--- src/rtl/fdiv_period_monitor_pkg.sv ---
// Shared definitions for the clock-divider family: monitor FSM encoding and
// status counter width.
package fdiv_period_monitor_pkg;

    localparam logic [2:0] ST_IDLE = 3'b001;
    localparam logic [2:0] ST_MEAS = 3'b010;
    localparam logic [2:0] ST_LOCK = 3'b100;

    localparam int ERR_CW = 8;

    typedef enum logic [2:0] {
        S_IDLE = ST_IDLE,
        S_MEAS = ST_MEAS,
        S_LOCK = ST_LOCK
    } mon_state_t;

endpackage

--- src/rtl/fdiv_period_monitor_rise_det.sv ---
// Single-flop rising-edge detector for a clk-synchronous pulse train.
module rise_det (
    input  logic clk,
    input  logic rst_b,
    input  logic d,
    output logic q_d,
    output logic rise
);

    always_ff @(posedge clk or negedge rst_b) begin
        if (!rst_b) q_d <= 1'b0;
        else        q_d <= d;
    end

    assign rise = d & ~q_d;

endmodule

--- src/rtl/fdiv_period_monitor.sv ---
// Period checker for a divided pulse train: measures clk cycles between rising
// edges, tracks lock against DIV, and reports mismatches and stuck inputs.
module fdiv_period_monitor
    import fdiv_period_monitor_pkg::*;
#(
    parameter int DIV    = 3,
    parameter int CW     = 4,
    parameter int LOCK_N = 2
) (
    input  logic              clk,
    input  logic              rst_b,
    input  logic              clr,
    input  logic              pulse_in,
    output logic [CW-1:0]     period,
    output logic              period_vld,
    output logic              locked,
    output logic              err,
    output logic [ERR_CW-1:0] err_cnt
);

    localparam logic [CW-1:0] CNT_MAX = '1;

    mon_state_t    state, state_nx;
    logic [CW-1:0] cnt, cnt_nx;
    logic [3:0]    good, good_nx;
    logic          pin_q, rise;
    logic          meas, bad;

    // Edge detector keeps tracking pulse_in through clr so the first edge
    // after a clear is judged against the true previous sample.
    rise_det u_rise_det (
        .clk   (clk),
        .rst_b (rst_b),
        .d     (pulse_in),
        .q_d   (pin_q),
        .rise  (rise)
    );

    always_ff @(posedge clk or negedge rst_b) begin
        if (!rst_b)   state <= S_IDLE;
        else if (clr) state <= S_IDLE;
        else          state <= state_nx;
    end

    always_comb begin
        state_nx = state;
        cnt_nx   = cnt;
        good_nx  = good;
        meas     = 1'b0;
        bad      = 1'b0;
        case (state)
            S_IDLE: begin
                if (rise) begin
                    state_nx = S_MEAS;
                    cnt_nx   = CW'(1);
                end
            end
            S_MEAS, S_LOCK: begin
                if (rise) begin
                    // A rise wins over saturation: it is a (bad) period, not a timeout.
                    meas   = 1'b1;
                    cnt_nx = CW'(1);
                    if (cnt == CW'(DIV)) begin
                        good_nx = (good == 4'(LOCK_N)) ? good : good + 4'd1;
                        if (good_nx == 4'(LOCK_N)) state_nx = S_LOCK;
                    end else begin
                        bad      = 1'b1;
                        good_nx  = '0;
                        state_nx = S_MEAS;
                    end
                end else if (cnt == CNT_MAX) begin
                    bad      = 1'b1;
                    good_nx  = '0;
                    cnt_nx   = '0;
                    state_nx = S_IDLE;
                end else begin
                    cnt_nx = cnt + CW'(1);
                end
            end
            default: state_nx = S_IDLE;
        endcase
    end

    always_ff @(posedge clk or negedge rst_b) begin
        if (!rst_b) begin
            cnt        <= '0;
            good       <= '0;
            period     <= '0;
            period_vld <= 1'b0;
            locked     <= 1'b0;
            err        <= 1'b0;
            err_cnt    <= '0;
        end else if (clr) begin
            cnt        <= '0;
            good       <= '0;
            period     <= '0;
            period_vld <= 1'b0;
            locked     <= 1'b0;
            err        <= 1'b0;
            err_cnt    <= '0;
        end else begin
            cnt        <= cnt_nx;
            good       <= good_nx;
            period_vld <= meas;
            locked     <= (state_nx == S_LOCK);
            err        <= bad;
            if (meas) period <= cnt;
            if (bad && err_cnt != '1) err_cnt <= err_cnt + ERR_CW'(1);
        end
    end

endmodule
--- config.mk ---
export PLATFORM = sky130hd
export DESIGN_NAME = fdiv_period_monitor
export DESIGN_NICKNAME = d
export VERILOG_FILES = /design/src/rtl/fdiv_period_monitor_pkg.sv /design/src/rtl/fdiv_period_monitor_rise_det.sv /design/src/rtl/fdiv_period_monitor.sv
export SDC_FILE = /design/constraint.sdc
export NUM_CORES = 1
export LEC_CHECK = 0
export BUFFER_PORTS_ARGS = -buffer_cell sky130_fd_sc_hd__buf_2
export CORE_UTILIZATION = 35
export DETAILED_ROUTE_END_ITERATION = 10
export SYNTH_ARGS = -nofsm -noshare
export SYNTH_HDL_FRONTEND = slang
export SYNTH_SLANG_ARGS = --single-unit
export TNS_END_PERCENT = 20
--- constraint.sdc ---
create_clock -name clk -period 1.8 [get_ports clk]
set_input_delay 0 -clock clk [delete_from_list [all_inputs] [get_ports clk]]
set_output_delay 0 -clock clk [all_outputs]
set_load 0.02 [all_outputs]
==> results of run 1 <==
-- logic make-up (layout without fill, tap and decap cells) --
family / after synthesis / in the layout / synth area share (%)
AO/OA/AOI/OAI: 48 / 48 / 19.5
XOR/XNOR: 1 / 1 / 0.996
adder cells (fa/ha/maj): 4 / 4 / 3.06
buffers and inverters: 21 / 68 / 5.36
flip-flops: 27 / 27 / 41.4
multiplexers: 6 / 6 / 4.13
AND/OR/NAND/NOR: 71 / 71 / 25.5
-- timing repair --
item	CTS	global route
pin swaps	3	3
setup endpoints to repair	10	14
hold buffers	2	0
resized for setup	2	13
hold endpoints to repair	27	0
buffers inserted	0	1
-- metrics by stage --
step           instance area [µm²]  setup TNS [ns]
5_1_grt                       2220          -0.758
3_3_place_gp                  2050          -0.281
2_1_floorplan                 1680          -0.558
6_report                      2220          -0.206
3_5_place_dp                  2050          -0.516
4_1_cts                       2130          -0.255
-- cell usage in the layout (no fill, tap or decap), types with 2 or more instances in the layout --
cell and n:
buf_4 33, dfrtp_1 24, buf_2 18, a21oi_1 13, nand2_1 12, nor2_1 11, o21ai_0 11, inv_1 8
nor2b_1 8, mux2_2 6, nand3_1 5, nor3_1 4, o31ai_1 4, and3_1 4, nor4_2 4, a22o_1 4
and4_1 3, nor4_1 3, nand4_1 3, ha_4 3, clkbuf_8 3, nand2b_1 2, nor4_4 2, a221oi_2 2
nor3b_1 2, a211o_1 2, a22oi_1 2, dfrtp_2 2, dlygate4sd3_1 2, buf_12 2
-- worst reg2reg max path, delay by kind of cell, from the launching register on --
kind / cells / cell delay, ns
fa+ha+maj: 1 / 0.16
compound gates: 2 / 0.58
simple gates: 2 / 0.58
flops: 1 / 0.44
-- routing by layer --
metal / wire length, µm / vias to the layer above
li1: - / 764
met1: 2030 / 701
met2: 1940 / 24
met3: 106 / 2
met4: 11 / 0
met5: 0 / -
-- path summary, 6_finish.rpt --
check / start / to / cells after the start / slack (ns)
max: err_cnt[1]$_DFFE_PN0P_ / err_cnt[0]$_DFFE_PN0P_ / 5 / -0.04
min: rst_b / good[0]$_DFFE_PN0P_ / 2 / 0.26
max reg2reg: err_cnt[1]$_DFFE_PN0P_ / err_cnt[0]$_DFFE_PN0P_ / 5 / -0.04
min reg2reg: period[0]$_DFFE_PN0P_ / period[0]$_DFFE_PN0P_ / 2 / 0.55
max in group asynchronous: rst_b / err_cnt[0]$_DFFE_PN0P_ / 2 / 1.09
min in group clk: clr / period[3]$_DFFE_PN0P_ / 3 / 0.27
-- report_power, final --
| part | internal (µW) | switching [µW] | total [µW] |
|---|---|---|---|
| logic | 41.4 | 71.0 | 112 |
| clock network | 159 | 192 | 351 |
| registers | 612 | 5.17 | 617 |
-- final cells by class --
class | instances | area [µm²] | share of cell area (%)
multi-input combinational | 130 | 996 | 44.9
sequential | 27 | 679 | 30.6
timing repair buffer | 55 | 398 | 17.9
tap | 52 | 65.1 | 2.93
clock buffer | 4 | 45.0 | 2.03
inverter | 9 | 33.8 | 1.52
-- state kept, by name, indices dropped and copies added (netlist names) --
register	flops
cnt	4
locked	1
state	3
period_vld	1
period	4
err_cnt	8
good	4
u_rise_det.q_d	1
err	1
==> flow_metrics.tcl, run 1 <==
set metrics [dict create \
    path_buf_inv 0 \
    busiest_layer "met2" \
    cap_viol_max_count 0 \
    syn_area_per_cell_um2 9.18 \
    grt_pass1_wl_um 6940 \
    use_met3_pct 3.90 \
    hold_viol_final 0 \
    synthTopCellsByArea "dfrtp_1 (40%), mux2_2 (4.1%), a21oi_1 (4.0%), o21ai_0 (3.4%), ha_1 (3.1%)" \
    grt_max_degree 28 \
    via_count 1491 \
    dp.cells 270 \
    synthTopCellsByCount "dfrtp_1 (26), a21oi_1 (13), nand2_1 (12)" \
    clkTransAtPathRegs_ns 0.09 \
    crit_fanout 6 \
    worstSkewPairLatency_ns 0.27 \
    rows 24 \
    synth_cells 178 \
    skew_ns 0.00558 \
    start_util_pct 37.0 \
    finalNonFillerCells 277 \
    viasPerCell 5.38 \
    max_clock_freq_mhz 543 \
    ir_drop_v 0.000365 \
    wire_per_inst_um 14.8 \
    p_leak_uw 0.000995 \
    drive_gt1_share_pct 37.8 \
    violations "negative setup slack" \
    cts_tree "yes" \
    crit_family "simple AND/OR/NAND/NOR gates" \
    drt_iter0_markers 112 \
    die_w_um 70.3 \
    syn_nets 186 \
    cts_max_level 1 \
    gp_congestion 0.791 \
    grt_pass1_vias 1421 \
    fp.dieH_um 70.3 \
    io_buffers 18 \
    cts_sinks 27 \
    final_util_pct 50.2 \
    core_area_um2 4410 \
    synth.distinct_cells 44 \
    yosys_warnings 0 \
    cpPeakStageDelay_ns 0.44 \
    ant_nets 0 \
    ys_seq_area_share_pct 41.4 \
    drv_slew 0 \
    synth_edf_count 0 \
    cts_root_buf "clkbuf_8" \
    yosysMostFrequentCell "dfrtp_1" \
    antenna_found_initial 0 \
    setup_slack_ns -0.0431 \
    globalRouteMet2Util_pct 27.1 \
    die_area_um2 4950 \
    path_cells "ha_4, and3_4, a311o_2, or4_1, a21oi_1" \
    synth_top_area_share_pct 39.8 \
    cts_buffer_depth 2 \
    first_pass_iters 4 \
    holdWs_ns 0.263 \
    synth_top_cell_by_area "dfrtp_1" \
    dp_slack_ns -0.0800 \
    rsz0062_at_grt "yes" \
    layout_min_cycle_time_ns 1.84 \
    outcome "complete, but fails checks" \
    cts_buffers 3 \
    critPathKind "flip-flop to flip-flop" \
    gr-usage-met1_pct 25.2 \
    synth-seq-cells 27 \
    crit_path_end_kind "flip-flop" \
    cellPowerDensity_nw_per_um2 488 \
    setup_viol 7 \
    post-route-period-util_pct 102 \
    synthFlopType "dfrtp_1" \
    synthArstFlopShare_pct 100 \
    fill_cells 417 \
    syn_area_um2 1630 \
    power.total_uw 1080 \
    drt_wl_total_um 4090 \
    grt.total_usage_pct 17.4 \
    slew_headroom_pct 58.3 \
    hpwl_um 2960 \
    fin_nets 234 \
    hold_class "input pin to asynchronous set/reset pin" \
    diodes 0 \
    area_growth_pct 35.7 \
    worst_slew_pin_slew_ns 0.625 \
    drc_errors 0 \
    critPathSlowestCell "dfrtp_2" \
    cp.arrival_ns 2.04 \
    ioPinCount 19 \
    cp-start-kind "flip-flop" \
    cp.required_ns 1.99 \
    grt.overflow.total 0 \
]
Power figures use the tool's default switching activity.
==> inputs of run 2 (changes only) <==
--- a/config.mk
+++ b/config.mk
@@ -8,6 +8,8 @@
 export BUFFER_PORTS_ARGS = -buffer_cell sky130_fd_sc_hd__buf_2
 export CORE_UTILIZATION = 35
 export DETAILED_ROUTE_END_ITERATION = 10
+export SETUP_SLACK_MARGIN = 0.02
+export SKIP_CTS_REPAIR_TIMING = 1
 export SYNTH_ARGS = -nofsm -noshare
 export SYNTH_HDL_FRONTEND = slang
 export SYNTH_SLANG_ARGS = --single-unit
==> run 2 against run 1 <==
Compared with the run above:
- combinational power is essentially flat
- first-iteration DRC count shrank 42%
- cell count is the same
- the run still ends with negative setup slack left
- critical endpoint is now err_cnt[3]$_DFFE_PN0P_
- sequential cell count is the same
- largest cell class unchanged
- highest routed layer unchanged
==> flow_metrics.tcl, run 2 (same netlist as run 1, synthesis figures left out) <==
set metrics [dict create \
    multi_input_area_um2 993 \
    cp.required_ns 1.97 \
    area_growth_pct 35.5 \
    hold_depth 3 \
    via_count 1527 \
    crit_path_end_kind "flip-flop" \
    slew_headroom_pct 58.0 \
    finalNonFillerCells 277 \
    grt.total_usage_pct 17.4 \
    layout_min_cycle_time_ns 1.85 \
    setup_slack_ns -0.0524 \
    cts_buffers 3 \
    drt_iter0_markers 65 \
    crit_fanout 6 \
    p_leak_uw 0.000999 \
    setup_viol 7 \
    max_clock_freq_mhz 540 \
    hpwl_um 2960 \
    die_w_um 70.3 \
    clkTransAtPathRegs_ns 0.09 \
    skew_ns 0.00277 \
    grt_max_degree 28 \
    violations "negative setup slack" \
    r2r_end "err_cnt[3]$_DFFE_PN0P_" \
    intPower_uw 813 \
    drt_wl_total_um 4120 \
    start_util_pct 37.0 \
    cellPowerDensity_nw_per_um2 491 \
    first_pass_iters 4 \
    register_area_um2 679 \
    p_seq_share_pct 56.7 \
    regMostFlops "err_cnt" \
    ioPinCount 19 \
    reg2reg_slack_ns -0.05 \
    cts_root_buf "clkbuf_8" \
    dp.cells 270 \
    antenna_found_initial 0 \
    grt_pass1_wl_um 6920 \
    cap_viol_max_count 0 \
    rsz0062_at_grt "yes" \
    critPathKind "flip-flop to flip-flop" \
    drc_errors 0 \
    gp_congestion 0.791 \
    worst_slew_pin_slew_ns 0.630 \
    wire_per_inst_um 14.9 \
    core_area_um2 4410 \
    fin_nets 234 \
    rows 24 \
    fp.dieH_um 70.3 \
    viasPerCell 5.51 \
    outcome "complete, but fails checks" \
    diodes 0 \
    grt_pass1_vias 1409 \
    place_area_um2 2050 \
    ant_nets 0 \
    grt.overflow.total 0 \
    drive_gt1_share_pct 38.7 \
    pwr-share-clk_pct 32.7 \
    hold_end "err_cnt[0]$_DFFE_PN0P_" \
    final_cell_mix "buf_4 (33), dfrtp_1 (24), buf_2 (18)" \
    cts_tree "yes" \
    r2r_start "err_cnt[1]$_DFFE_PN0P_" \
    cts_sinks 27 \
    cp-start-kind "flip-flop" \
    hold_class "input pin to flip-flop" \
    io_buffers 18 \
    cts_max_level 1 \
    p_comb_share_pct 10.5 \
    die_area_um2 4950 \
    drv_slew 0 \
    hold_viol_final 0 \
    worstSkewPairLatency_ns 0.27 \
    largest_register_ffs 8 \
    dp_slack_ns -0.0800 \
    holdWs_ns 0.240 \
    worstSetupStartpoint "err_cnt[1]$_DFFE_PN0P_" \
    fill_cells 419 \
    cp.arrival_ns 2.02 \
    reg2reg_depth 5 \
    switchingPower_uw 275 \
    cts_buffer_depth 2 \
    min_from "clr" \
    post-route-period-util_pct 103 \
    design_area_um2 2210 \
    ir_drop_v 0.000376 \
    mostFrequentLayoutCell "buf_4" \
    power.total_uw 1090 \
    switching_share_pct 25.3 \
]
run 2: worst max path at each step:
stage | endpoint | depth (start not counted) | slack, ns
after floorplan | err_cnt[3]$_DFFE_PN0P_ | 5 | -0.11
after global placement | err_cnt[6]$_DFFE_PN0P_ | 5 | -0.06
after detailed placement | err_cnt[6]$_DFFE_PN0P_ | 5 | -0.08
after CTS | err_cnt[0]$_DFFE_PN0P_ | 5 | -0.1
after global routing | err_cnt[3]$_DFFE_PN0P_ | 5 | -0.10
final | err_cnt[3]$_DFFE_PN0P_ | 5 | -0.05
run 2: metal layers:
layer | part of all wire, % | GRT usage, % | up-vias
met5 | 0 | 0 | -
met4 | 0.27 | 2.44 | 0
met3 | 3.0 | 3.61 | 2
met2 | 47 | 27.2 | 27
met1 | 49 | 25.2 | 740
li1 | - | - | 758
run 2: critical path, cell delays in order, from the launching register on:
cell     delay [ns]
dfrtp_2        0.44
ha_4           0.16
and3_4         0.17
a311o_2        0.44
nor4_2         0.17
mux2_2         0.36
run 2: cell type report:
cell class                      count  share of cell area, %
Sequential cell                    27                   30.7
Clock buffer                        4                   2.03
Tap cell                           52                   2.94
Timing Repair Buffer               55                   18.0
Multi-Input combinational cell    130                   44.9
Inverter                            9                   1.53
run 2: through the flow:
stage                     setup TNS, ns  util (%)
after floorplan                  -0.558         -
after global placement           -0.281      46.5
after detailed placement         -0.516      46.5
after CTS                        -0.754      47.5
after global routing             -0.625      50.2
final                            -0.227      50.2
run 2: power by group through the flow:
stage	Sequential [µW]	Clock (µW)	Combinational (µW)
6_report	617	356	115
5_1_grt	618	392	129
4_1_cts	616	368	107
3_5_place_dp	628	0	107
3_3_place_gp	628	0	108
2_1_floorplan	631	0	58.5
==> inputs of run 3 (changes only) <==
--- a/config.mk
+++ b/config.mk
@@ -6,8 +6,10 @@
 export NUM_CORES = 1
 export LEC_CHECK = 0
 export BUFFER_PORTS_ARGS = -buffer_cell sky130_fd_sc_hd__buf_2
-export CORE_UTILIZATION = 35
+export CORE_MARGIN = 5
+export CORE_UTILIZATION = 52
 export DETAILED_ROUTE_END_ITERATION = 10
+export PLACE_DENSITY = 0.75
 export SETUP_SLACK_MARGIN = 0.02
 export SKIP_CTS_REPAIR_TIMING = 1
 export SYNTH_ARGS = -nofsm -noshare
==> run 3 against run 2 <==
Compared with the run above:
- the run still ends with negative setup slack left
- sequential share of layout area rose by 0.39 points
- cell count fell by 2.5%
- clock power fell by 23%
- register-to-register slack got worse by 0.11 ns
- via count rose by 6.9%
- design area fell by 1.2%
- clock-buffer cell count did not move
- sequential power barely moved
- clock skew rose by 0.013 ns
- utilization rose by 22 points
- first-iteration DRC count rose by 95%
==> flow_metrics.tcl, run 3 (same netlist as run 1, synthesis figures left out) <==
set metrics [dict create \
    outcome "complete, but fails checks" \
    violations "negative setup slack" \
    diodes 0 \
    slew_headroom_pct 59.0 \
    cts_root_buf "clkbuf_4" \
    regMostFlops "err_cnt" \
    setup_tns_ns -0.660 \
    p_leak_uw 0.00102 \
    ir_drop_v 0.000397 \
    viasPerCell 6.04 \
    switchingPower_uw 269 \
    critPathKind "flip-flop to flip-flop" \
    drv_slew 0 \
    holdWs_ns 0.126 \
    ioPinCount 19 \
    cts_tree "yes" \
    p_seq_share_pct 61.1 \
    hold_viol_final 0 \
    fin_nets 235 \
    drive_gt1_share_pct 36.3 \
    die_w_um 66.1 \
    drc_errors 0 \
    dp_slack_ns -0.0947 \
    cap_viol_max_count 0 \
    via_count 1632 \
    area_growth_pct 33.8 \
    largest_register_ffs 8 \
    reg2reg_depth 7 \
    layout_min_cycle_time_ns 1.96 \
    pwr-share-clk_pct 27.1 \
    intPower_uw 743 \
    hold_depth 3 \
    final_util_pct 72.2 \
    cts_buffers 3 \
    rows 20 \
    skew_ns 0.0160 \
    gp_congestion 0.828 \
    cts_buffer_depth 2 \
    setup_viol 6 \
    antenna_found_initial 0 \
    cp.required_ns 2.04 \
    first_pass_iters 5 \
    worst_slew_pin_slew_ns 0.614 \
    worstSkewPairLatency_ns 0.34 \
    max_clock_freq_mhz 509 \
    grt.overflow.total 0 \
    cellPowerDensity_nw_per_um2 463 \
    cp-start-kind "flip-flop" \
    cp.arrival_ns 2.20 \
    ant_nets 0 \
    hold_class "input pin to flip-flop" \
    crit_path_end_kind "flip-flop" \
    design_area_um2 2190 \
    drt_iter0_markers 127 \
    wire_per_inst_um 16.2 \
    switching_share_pct 26.6 \
    grt.total_usage_pct 20.9 \
    rsz0062_at_grt "yes" \
    final_cell_mix "buf_4 (35), dfrtp_1 (24), buf_2 (18)" \
    hpwl_um 3000 \
    cts_sinks 27 \
    p_comb_share_pct 11.8 \
    core_area_um2 3030 \
    setup_slack_ns -0.164 \
    cts_max_level 1 \
    grt_max_degree 28 \
    io_buffers 18 \
    drt_wl_total_um 4380 \
    grt_pass1_wl_um 7120 \
    die_area_um2 4360 \
    crit_fanout 5 \
    place_area_um2 2000 \
    post-route-period-util_pct 109 \
    grt_pass1_vias 1546 \
    clkTransAtPathRegs_ns 0.16 \
    start_util_pct 54.0 \
    fp.dieH_um 66.1 \
    mostFrequentLayoutCell "buf_4" \
]
-- run 3: changes by cell type in the layout (fill, tap and decap cells not counted), moves of 2 or more --
cell,change
nor4b_1,+2
mux2_2,-4
mux2_4,+4
nor4_2,-4
nor4_4,+3
clkbuf_8,-3
clkbuf_4,+3
buf_4,+2
o21ai_1,+2
nor4b_2,-2
o21ai_0,-2
-- run 3: worst paths after layout --
path | startpoint | endpoint | slack, ns
min in group asynchronous | rst_b | period[1]$_DFFE_PN0P_ | 0.18
max in group asynchronous | rst_b | err_cnt[0]$_DFFE_PN0P_ | 1.19
min | clr | err_cnt[0]$_DFFE_PN0P_ | 0.13
min reg2reg | period[1]$_DFFE_PN0P_ | period[1]$_DFFE_PN0P_ | 0.55
max reg2reg | err_cnt[0]$_DFFE_PN0P_ | err_cnt[0]$_DFFE_PN0P_ | -0.16
max | err_cnt[0]$_DFFE_PN0P_ | err_cnt[0]$_DFFE_PN0P_ | -0.16
-- run 3: through the flow --
stage | power, µW | cells
floorplan | 689 | 178
CTS | 998 | 264
finish | 1010 | 270
detailed placement | 735 | 260
global route | 1050 | 270
global placement | 730 | 260
-- run 3: final cells by class --
cell class,count,area [µm²]
flip-flops and latches,27,679
fillers,203,841
well taps,44,55.1
repair buffers,56,393
clock buffers,4,26.3
inverters,9,33.8
multi-input cells,130,1000
-- run 3: critical path, cell delays in order (launching register included) --
cell and delay [ns]:
dfrtp_2 0.46, ha_4 0.16, and3_4 0.18, a311o_2 0.39, buf_12 0.15, buf_4 0.13, o31ai_1 0.27, a21oi_1 0.11
-- run 3: power groups by stage --
stage               registers [µW]  logic [µW]  clock network (µW)
global placement               628         102                   0
global route                   619         132                 299
CTS                            617         107                 273
detailed placement             628         107                   0
finish                         618         119                 274
floorplan                      631        58.5                   0
-- run 3: layer usage --
layer | vias to the layer above | global-route usage (%) | wire [µm]
li1 | 764 | - | -
met1 | 783 | 30.6 | 1940
met2 | 78 | 31.4 | 2070
met3 | 7 | 2.89 | 313
met4 | 0 | 7.11 | 57
met5 | - | 0 | 0
